**config.mk**
```make
export PLATFORM = sky130hd
export DESIGN_NAME = single_port_ram_pipe_flat
export DESIGN_NICKNAME = d
export VERILOG_FILES = /design/src/rtl/single_port_ram_pipe_pkg.sv /design/src/rtl/single_port_ram_pipe_if.sv /design/src/rtl/single_port_ram_pipe_init_ctrl.sv /design/src/rtl/single_port_ram_pipe.sv /design/src/flat_wrapper.sv
export SDC_FILE = /design/constraint.sdc
export NUM_CORES = 1
export LEC_CHECK = 0
export ABC_AREA = 1
export BUFFER_PORTS_ARGS = -buffer_cell sky130_fd_sc_hd__buf_2
export CORE_MARGIN = 2
export CORE_UTILIZATION = 35
export CTS_CLUSTER_DIAMETER = 40
export DETAILED_ROUTE_END_ITERATION = 6
export MAX_ROUTING_LAYER = met4
export PLACE_DENSITY_LB_ADDON = 0.25
export SETUP_SLACK_MARGIN = 0.05
export SYNTH_ARGS = -nofsm -noshare
export SYNTH_HDL_FRONTEND = slang
export SYNTH_SLANG_ARGS = --single-unit
```
**constraint.sdc**
```tcl
create_clock -name clk -period 2.75 [get_ports clk]
set_input_delay 0.4125 -clock clk [delete_from_list [all_inputs] [get_ports clk]]
set_output_delay 0.4125 -clock clk [all_outputs]
set_load 0.01 [all_outputs]
```
**src/rtl/single_port_ram_pipe_pkg.sv**
```systemverilog
// -----------------------------------------------------------------------------
// single_port_ram_pkg
// Shared definitions for the single-port pipelined RAM:
//   - write-mode selectors (NO_CHANGE / WRITE_FIRST / READ_FIRST)
//   - INIT/READY state encoding for the clear sequencer
//   - byte_merge(): applies byte-lane enables to a stored word
// -----------------------------------------------------------------------------
package single_port_ram_pkg;

    // Write-mode selectors for the WR_MODE parameter.
    localparam int unsigned NO_CHANGE   = 0;
    localparam int unsigned WRITE_FIRST = 1;
    localparam int unsigned READ_FIRST  = 2;

    // Clear-sequencer state encoding.
    localparam logic ST_INIT  = 1'b0;
    localparam logic ST_READY = 1'b1;

    // Widest word byte_merge() handles; callers size-cast in and out.
    localparam int unsigned MAX_DATA_W = 256;

    // Replace every byte of old_word whose enable is set with the matching
    // byte of new_word; bytes with a clear enable are kept.
    function automatic logic [MAX_DATA_W-1:0] byte_merge(
        input logic [MAX_DATA_W-1:0]   old_word,
        input logic [MAX_DATA_W-1:0]   new_word,
        input logic [MAX_DATA_W/8-1:0] be
    );
        logic [MAX_DATA_W-1:0] merged;
        merged = old_word;
        for (int i = 0; i < int'(MAX_DATA_W / 8); i++) begin
            if (be[i]) begin
                merged[8*i +: 8] = new_word[8*i +: 8];
            end
        end
        return merged;
    endfunction

endpackage

```
**src/rtl/single_port_ram_pipe_if.sv**
```systemverilog
// -----------------------------------------------------------------------------
// single_port_ram_pipe_if
// Request/response bundle of the single-port RAM.
//   master: drives ena, wea, be, din, addr; observes dout, read_valid, ready, drop
//   slave : the RAM side (directions reversed)
// -----------------------------------------------------------------------------
interface single_port_ram_pipe_if #(
    parameter int unsigned DATA_W = 32,
    parameter int unsigned ADDR_W = 4
);
    logic                  ena;
    logic                  wea;
    logic [DATA_W/8-1:0]   be;
    logic [DATA_W-1:0]     din;
    logic [ADDR_W-1:0]     addr;
    logic [DATA_W-1:0]     dout;
    logic                  read_valid;
    logic                  ready;
    logic                  drop;

    modport master (
        output ena, wea, be, din, addr,
        input  dout, read_valid, ready, drop
    );

    modport slave (
        input  ena, wea, be, din, addr,
        output dout, read_valid, ready, drop
    );
endinterface

```
**src/rtl/single_port_ram_pipe_init_ctrl.sv**
```systemverilog
// -----------------------------------------------------------------------------
// ram_init_ctrl
// INIT/READY sequencer for the single-port RAM. After reset it walks the
// clear address from 0 to DEPTH-1 (one zero-write per cycle), then parks in
// READY until the next reset.
//   clk, rst     : clock, async active-high reset
//   i_ena        : access request from the bus (used only for drop)
//   o_ready      : 1 once the clear sweep has finished
//   o_drop       : registered pulse for a request seen while not ready
//   o_clr_we     : zero-write strobe for the array
//   o_clr_addr   : address of the current zero-write
// -----------------------------------------------------------------------------
module ram_init_ctrl
    import single_port_ram_pkg::*;
#(
    parameter int unsigned ADDR_W       = 4,
    parameter bit          CLEAR_ON_RST = 1'b1
) (
    input  logic              clk,
    input  logic              rst,
    input  logic              i_ena,
    output logic              o_ready,
    output logic              o_drop,
    output logic              o_clr_we,
    output logic [ADDR_W-1:0] o_clr_addr
);

    logic              r_state;
    logic [ADDR_W-1:0] r_clr_addr;
    logic              r_drop;

    always_ff @(posedge clk or posedge rst) begin
        if (rst) begin
            r_state    <= CLEAR_ON_RST ? ST_INIT : ST_READY;
            r_clr_addr <= '0;
            r_drop     <= 1'b0;
        end else begin
            r_drop <= i_ena & (r_state != ST_READY);
            if (r_state == ST_INIT) begin
                r_clr_addr <= r_clr_addr + 1'b1;
                // Last word is zeroed on this edge; accept requests from the next.
                if (r_clr_addr == {ADDR_W{1'b1}}) begin
                    r_state <= ST_READY;
                end
            end
        end
    end

    assign o_ready    = (r_state == ST_READY);
    assign o_clr_we   = (r_state == ST_INIT);
    assign o_clr_addr = r_clr_addr;
    assign o_drop     = r_drop;

endmodule

```
**src/rtl/single_port_ram_pipe.sv**
```systemverilog
// -----------------------------------------------------------------------------
// single_port_ram_pipe
// Parametrised single-port synchronous RAM with byte-lane writes, selectable
// read-during-write response, optional output register and a post-reset
// sequential zero-fill.
//   clk, rst : clock, async active-high reset
//   io_bus   : slave side of single_port_ram_pipe_if
//              (ena, wea, be, din, addr in; dout, read_valid, ready, drop out)
// DATA_W must be a multiple of 8 and no wider than MAX_DATA_W.
// -----------------------------------------------------------------------------
module single_port_ram_pipe
    import single_port_ram_pkg::*;
#(
    parameter int unsigned DATA_W       = 32,
    parameter int unsigned ADDR_W       = 4,
    parameter bit          OUT_REG      = 1'b1,
    parameter int unsigned WR_MODE      = NO_CHANGE,
    parameter bit          CLEAR_ON_RST = 1'b1
) (
    input  logic                  clk,
    input  logic                  rst,
    single_port_ram_pipe_if.slave io_bus
);

    localparam int unsigned DEPTH = 2 ** ADDR_W;

    logic [DATA_W-1:0] r_mem [DEPTH];

    logic              w_ready;
    logic              w_clr_we;
    logic [ADDR_W-1:0] w_clr_addr;
    logic              w_drop;
    logic              w_accept;
    logic              w_wr;
    logic              w_resp;
    logic [DATA_W-1:0] w_old;
    logic [DATA_W-1:0] w_merged;
    logic [DATA_W-1:0] w_resp_data;

    logic              r_s1_valid;
    logic [DATA_W-1:0] r_s1_data;

    ram_init_ctrl #(
        .ADDR_W       (ADDR_W),
        .CLEAR_ON_RST (CLEAR_ON_RST)
    ) u_init_ctrl (
        .clk        (clk),
        .rst        (rst),
        .i_ena      (io_bus.ena),
        .o_ready    (w_ready),
        .o_drop     (w_drop),
        .o_clr_we   (w_clr_we),
        .o_clr_addr (w_clr_addr)
    );

    assign w_accept = io_bus.ena & w_ready;
    assign w_wr     = w_accept & io_bus.wea;
    // Writes only produce a response when the mode returns a word.
    assign w_resp   = w_accept & (~io_bus.wea | (WR_MODE != NO_CHANGE));
    assign w_old    = r_mem[io_bus.addr];
    assign w_merged = DATA_W'(byte_merge(MAX_DATA_W'(w_old), MAX_DATA_W'(io_bus.din),
                                         (MAX_DATA_W/8)'(io_bus.be)));
    assign w_resp_data = (io_bus.wea && (WR_MODE == WRITE_FIRST)) ? w_merged : w_old;

    // Array has no reset; the clear sweep (if enabled) zeroes it instead.
    always_ff @(posedge clk) begin
        if (w_clr_we) begin
            r_mem[w_clr_addr] <= '0;
        end else if (w_wr) begin
            r_mem[io_bus.addr] <= w_merged;
        end
    end

    // Stage 1: captures the word at the accepting edge; holds otherwise.
    always_ff @(posedge clk or posedge rst) begin
        if (rst) begin
            r_s1_valid <= 1'b0;
            r_s1_data  <= '0;
        end else begin
            r_s1_valid <= w_resp;
            if (w_resp) begin
                r_s1_data <= w_resp_data;
            end
        end
    end

    if (OUT_REG) begin : g_out_reg
        logic              r_s2_valid;
        logic [DATA_W-1:0] r_s2_data;

        always_ff @(posedge clk or posedge rst) begin
            if (rst) begin
                r_s2_valid <= 1'b0;
                r_s2_data  <= '0;
            end else begin
                r_s2_valid <= r_s1_valid;
                if (r_s1_valid) begin
                    r_s2_data <= r_s1_data;
                end
            end
        end

        assign io_bus.dout       = r_s2_data;
        assign io_bus.read_valid = r_s2_valid;
    end else begin : g_no_out_reg
        assign io_bus.dout       = r_s1_data;
        assign io_bus.read_valid = r_s1_valid;
    end

    assign io_bus.ready = w_ready;
    assign io_bus.drop  = w_drop;

endmodule
```
**src/flat_wrapper.sv**
```systemverilog
// flat-port wrapper written by rule: the top's interface ports become plain ports
module single_port_ram_pipe_flat import single_port_ram_pkg::*;
#(
    parameter int unsigned DATA_W       = 32,
    parameter int unsigned ADDR_W       = 4,
    parameter bit          OUT_REG      = 1'b1,
    parameter int unsigned WR_MODE      = NO_CHANGE,
    parameter bit          CLEAR_ON_RST = 1'b1
)
  (clk, rst, io_bus_ena, io_bus_wea, io_bus_be, io_bus_din, io_bus_addr, io_bus_dout, io_bus_read_valid, io_bus_ready, io_bus_drop);
  single_port_ram_pipe_if #(.DATA_W(DATA_W), .ADDR_W(ADDR_W)) io_bus_i ();
  input  logic clk;
  input  logic rst;
  input wire logic [$bits(io_bus_i.ena)-1:0] io_bus_ena;
  input wire logic [$bits(io_bus_i.wea)-1:0] io_bus_wea;
  input wire logic [$bits(io_bus_i.be)-1:0] io_bus_be;
  input wire logic [$bits(io_bus_i.din)-1:0] io_bus_din;
  input wire logic [$bits(io_bus_i.addr)-1:0] io_bus_addr;
  output wire logic [$bits(io_bus_i.dout)-1:0] io_bus_dout;
  output wire logic [$bits(io_bus_i.read_valid)-1:0] io_bus_read_valid;
  output wire logic [$bits(io_bus_i.ready)-1:0] io_bus_ready;
  output wire logic [$bits(io_bus_i.drop)-1:0] io_bus_drop;
  assign io_bus_i.ena = io_bus_ena;
  assign io_bus_i.wea = io_bus_wea;
  assign io_bus_i.be = io_bus_be;
  assign io_bus_i.din = io_bus_din;
  assign io_bus_i.addr = io_bus_addr;
  assign io_bus_dout = io_bus_i.dout;
  assign io_bus_read_valid = io_bus_i.read_valid;
  assign io_bus_ready = io_bus_i.ready;
  assign io_bus_drop = io_bus_i.drop;
  single_port_ram_pipe #(.DATA_W(DATA_W), .ADDR_W(ADDR_W), .OUT_REG(OUT_REG), .WR_MODE(WR_MODE), .CLEAR_ON_RST(CLEAR_ON_RST)) u_core (.clk(clk), .rst(rst), .io_bus(io_bus_i));
endmodule
```
Word-level counts from Yosys, hierarchy flattened --
Memories as Yosys holds them, arrays and structs flattened. Cells that the tools add are included.
Storage, ports and cells: register bits after elaboration 72, memory bits (writable) 512, input bits 44, word-level logic and storage cells 30, memories kept 1
Memory list:
- u_core.r_mem | words 16, width 32, rd ports 1, clocked after Yosys merged registers in 0, wr ports 1, RTL line single_port_ram_pipe.sv:27 | logic [DATA_W-1:0] r_mem [DEPTH];
Operators by class: add/sub/neg operators 1, eq/ne operators 1, muxes and demuxes 13, bitwise operators 6, reductions and logical operators 1
Operators by type and width (number):
- two-way mux 32 bit | 1
- two-way mux 8 bit | 4
- OR reduction 32 bit | 1
- two-way mux 1 bit | 7
- adder 4 x 1 -> 4 bit, second input constant | 1
- bitwise AND 1 bit | 4
- equality test 4 bit, second input constant | 1
- two-way mux 4 bit | 1
- NOT 1 bit | 2

Depth between registers and ports, before layout --
depth in word-level cells 7, depth in mapped cells 12, depth with buffers taken out 9

By module --
Synthesis repeated with hierarchy kept, for this count alone.
Second synthesis, totals: cell total of the unflattened synthesis 2453, area total of the unflattened synthesis 25238.0 um^2
Modules (own cells, without submodules):
- single_port_ram_pipe | instances 1, cells each 2420, area an instance 24968.9 um^2, sequential area each 17026.3 um^2
- ram_init_ctrl | instances 1, cells each 33, area an instance 269.0 um^2, sequential area each 150.1 um^2

Worst setup path after synthesis --
OpenSTA, ideal clock, no wires.
kind input-to-reg, start input io_bus_addr[0], end memory u_core.r_mem[13][0], enable pin, setup time 421 ps, arrival time 2530 ps, data required time 2329 ps, path slack -201 ps, cell stages on the path 7, path through buf_6 inv_6 buf_6 buf_4 o21ai_1 nand2_1 nor2_1
Between the ends: cells in the longest elaborated chain, start to end 1
RTL lines:
- start, declared | RTL line flat_wrapper.sv:18 | input wire logic [$bits(io_bus_i.addr)-1:0] io_bus_addr;
- two-way mux 4 bit (no line)
- end, declared | RTL line single_port_ram_pipe.sv:27
Every way passes these cells.

Worst setup path after layout --
start register u_core.u_init_ctrl.r_state (netlist: u_core.u_init_ctrl.o_ready), end memory u_core.r_mem[5][16], enable pin
Between the ends: cells in the longest elaborated chain, start to end 7, elaborated cells between the ends (all ways) 9
RTL lines:
- start, declared | RTL line single_port_ram_pipe_init_ctrl.sv:28 | logic r_state;
- start signal, assigned | RTL line single_port_ram_pipe_init_ctrl.sv:34 | r_state <= CLEAR_ON_RST ? ST_INIT : ST_READY;
- bitwise AND 1 bit | RTL line single_port_ram_pipe.sv:56 | assign w_accept = io_bus.ena & w_ready;
- bitwise AND 1 bit | RTL line single_port_ram_pipe.sv:57 | assign w_wr = w_accept & io_bus.wea;
- two-way mux 1 bit | RTL line single_port_ram_pipe.sv:69 | end else if (w_wr) begin
- two-way mux 1 bit | RTL line single_port_ram_pipe.sv:67 | if (w_clr_we) begin
- two-way mux 1 bit (implied by the code) | RTL line single_port_ram_pipe.sv:70 | r_mem[io_bus.addr] <= w_merged;
- OR reduction 32 bit (no line)
- two-way mux 4 bit (no line) / two-way mux 1 bit (equally long branches)
Several ways; a longest one is shown, not always the timed one.

==> results summary <==
The via count of the first global-routing pass came out at 17000. Global routing used 28.4% of the available met2 tracks. The number of antenna violations at the first check in global routing came out at 1. The cell area after synthesis is 0.0252 sq mm.

VDD sags by at most 0.464 mV. The register clock-pin slew on the reported worst setup and hold paths is 50 ps. The peak per-stage delay on the critical path is 420 ps. The final estimated routing congestion in global placement is 0.815. The hold buffer count at cts came out at 1. The flop and latch count out of synthesis came out at 584. At the pin with the least slew margin, the transition time is 710 ps. Counting flops with an async set or reset pin after synthesis yields a share of 12.3%. The initialized floorplan defines 98 standard-cell rows. Cells with a size suffix above 1 make up 14.2% of the layout. The tree is rooted in a sky130_fd_sc_hd__clkbuf_16. TritonCTS built the clock tree.

The power density of the placed cells is 777 mW/mm^2. The total via count after detailed routing is 17200. The maximum clock insertion buffer count is 3. The number of H-tree branching levels came out at 3.

Once the clock tree was built, the setup fixing pass inserted 0 buffers. The horizontal extent of the die is 272 um. The clock tree skew after final layout is 44.4 ps. The analysis attributes to cell leakage a power of 13.3 nW.

The family with the most delay on the worst path is simple AND/OR/NAND/NOR gates. Detailed placement ended at an HPWL of 39500 um. The wire length after detailed routing came out at 68000 um. The die covers 0.0742 sq mm. For this run, design rule violations remaining after detail routing come to 0.

The number of buffers and inverters on the critical path came out at 1. Yosys attributes the largest share of cell area to sky130_fd_sc_hd__edfxtp_1 (61%), sky130_fd_sc_hd__nand2_1 (14%), sky130_fd_sc_hd__dfrtp_1 (7.2%). The final setup violation count is 0.

The die height is 272 um. The routed via count divided by cell count came out at 4.79. The final period demand of the worst path came out at 2390 ps. After layout, the design draws a total of 23.6 mW. The first routing iteration left 1600 violations. The share of synthesized area occupied by flip-flops and latches came out at 68.2%. The placeable core area is 0.0714 sq mm. After clock tree synthesis, the repair step resized 0 gates.

The final-stage net count came out at 2612. The critical path in this run is classified as register to register. 0 antenna diodes ended up in the layout. The share of Yosys cell area claimed by the top area cell type is 61.0%. The count of final hold-check violations is 0. The starting density of the core came out at 35.3%. The distinct cell type count after synthesis came out at 26. The tightest hold path in the finished design has a slack of 138 ps. The layout has 6784 filler cells. In this run the most used layer during global routing was met2. Along the worst path, the maximum fanout reaches 17.

STA classifies the critical path endpoint as a register. The first global-routing pass estimated 104000 um of wire. The library cell contributing the largest single delay on the critical path is sky130_fd_sc_hd__o21ai_0.

The met3 usage in global routing is 4.33%. Ranked by instance count, the synthesized netlist is headed by sky130_fd_sc_hd__nand2_1 (942), sky130_fd_sc_hd__edfxtp_1 (512), sky130_fd_sc_hd__nand3_1 (357), sky130_fd_sc_hd__inv_1 (302), sky130_fd_sc_hd__nor2_1 (81). The total I/O pin count came out at 79. Based on the critical path, the design can be clocked at up to 419 MHz. The port buffer count came out at 78. Setup repair after global routing left no endpoint under its margin. For this run, global-route usage on met1 was measured as 25.4%. The count of clock tree sinks is 584. Global routing used 19.0% of the available tracks across all layers.

The number of buffers inserted during clock tree synthesis is 95. The mean cell area of the mapped netlist came out at 10.3 sq um. The portion of the clock cycle consumed by the worst path in the final layout is 86.7%.

The flow ran to the end, and the final reports show no timing, DRC or antenna violations. The clock insertion delay at the later pin of the skew report came out at 660 ps. The remaining number of nets flagged by the antenna check after routing came out at 0. The cell count after synthesis is 2437. The worst endpoint required time came out at 3040 ps. The path class of the lowest-slack min-delay path is input pin to register. The number of synthesized flops with an enable pin came out at 512.

At the end of the flow the core is filled with cells to 42.6%. The area growth from synthesis to layout is 20.6%. The max-cap violation count is 0. The signal on the critical path passes through nand3_2 -> o21ai_0 -> nand3_1 -> nor2_4 -> buf_4.

STA classifies the critical path startpoint as a register. The most common cell in the synthesized netlist is sky130_fd_sc_hd__nand2_1. In the final routed layout, each cell accounts on average for 18.9 um. The worst-case headroom to the max-slew limit came out at 52.7%.

Data arrives at the worst endpoint at 2670 ps. Summed over all instances, the cell type with the most area after synthesis is sky130_fd_sc_hd__edfxtp_1. The number of search-and-repair iterations in the first detailed-routing pass is 7. The prevailing post-synth register cell is sky130_fd_sc_hd__edfxtp_1.

The remaining global-route overflow came out at 0. The max-slew violation count is 0. The largest net degree at the start of global routing is 101. The number of synthesis warnings came out at 0. The total nets after synthesis is 2482.
## cell type report
type / instances / area [sq um] / area share, %
flip-flops and latches: 584 / 17200 / 56.5
well taps: 950 / 1190 / 3.91
repair buffers: 157 / 1370 / 4.51
clock inverters: 68 / 762 / 2.51
inverters: 306 / 1160 / 3.81
clock buffers: 110 / 2530 / 8.32
multi-input cells: 1423 / 6200 / 20.4
## sequential cells by signal, summed over array words and instances, names as in the netlist
| name | count |
|---|---|
| u_core.r_mem | 512 |
| u_core.r_s1_data | 32 |
| u_core.u_init_ctrl.o_clr_addr | 4 |
| u_core.r_s1_valid | 1 |
| u_core.u_init_ctrl.o_ready | 1 |
| u_core.u_init_ctrl.o_drop | 1 |
| u_core.io_bus.dout | 32 |
| u_core.io_bus.read_valid | 1 |
## worst register-to-register path, delay by kind of cell (launching register included)
family	cells	cell delay [ps]
simple gates	3	860
compound gates	1	420
flops	1	380
buf+inv	1	340
## final timing paths
path                                             from                         to  slack [ps]  cells past startpoint
max reg2reg                u_core.u_init_ctrl.o_ready        u_core.r_mem[5][16]         360                      5
min reg2reg                      u_core.r_s1_data[12]       u_core.r_s1_data[12]         470                      2
min in group asynchronous                         rst        u_core.r_s1_data[7]         330                      3
max                        u_core.u_init_ctrl.o_ready        u_core.r_mem[5][16]         360                      5
min                                        io_bus_ena  u_core.u_init_ctrl.o_drop         140                      3
max in group asynchronous                         rst       u_core.r_s1_data[20]        1680                      4
## cells in the final DEF, fill, tap and decap left out, types with 17 or more instances in the layout
master	synthesis	final
sky130_fd_sc_hd__nand2_1	942	942
sky130_fd_sc_hd__edfxtp_1	512	512
sky130_fd_sc_hd__nand3_1	357	357
sky130_fd_sc_hd__inv_1	302	299
sky130_fd_sc_hd__clkbuf_16	0	98
sky130_fd_sc_hd__buf_2	59	76
sky130_fd_sc_hd__dfrtp_1	72	72
sky130_fd_sc_hd__nor2_1	81	65
sky130_fd_sc_hd__buf_4	10	49
sky130_fd_sc_hd__mux2_2	30	30
sky130_fd_sc_hd__buf_12	0	30
sky130_fd_sc_hd__clkinv_2	0	17
## power breakdown
| part | internal, mW | switching [mW] |
|---|---|---|
| clock | 7.56 | 4.49 |
| combinational | 0.504 | 1.04 |
| sequential | 9.90 | 0.108 |
| total | 18.0 | 5.64 |
## per-layer routing
layer / wire, um / part of all wire [%]
met3: 5420 / 8.0
met5: 0 / 0
met2: 30800 / 45
met4: 1890 / 2.8
met1: 29900 / 44
## cells by family after synthesis
kind of cell    Yosys count  synth area share (%)
buf+inv                 430                  7.69
simple gates           1383                  22.5
flops                   584                  68.2
mux                      32                  1.43
fa+ha+maj                 1                0.0497
xor+xnor                  3                 0.104
compound gates            4                0.0943
## metrics by stage
step / std cells / cell area [sq um] / TNS, ps / worst slack (ps)
floorplan: 2437 / 25200 / -88600 / -201
global placement: 3419 / 27100 / 0 / 91.6
detailed placement: 3419 / 27100 / 0 / 190
CTS: 3598 / 30400 / 0 / 374
global route: 3598 / 30400 / 0 / 240
finish: 3598 / 30400 / 0 / 365
Note: power is estimated with default switching activity, not from simulation.
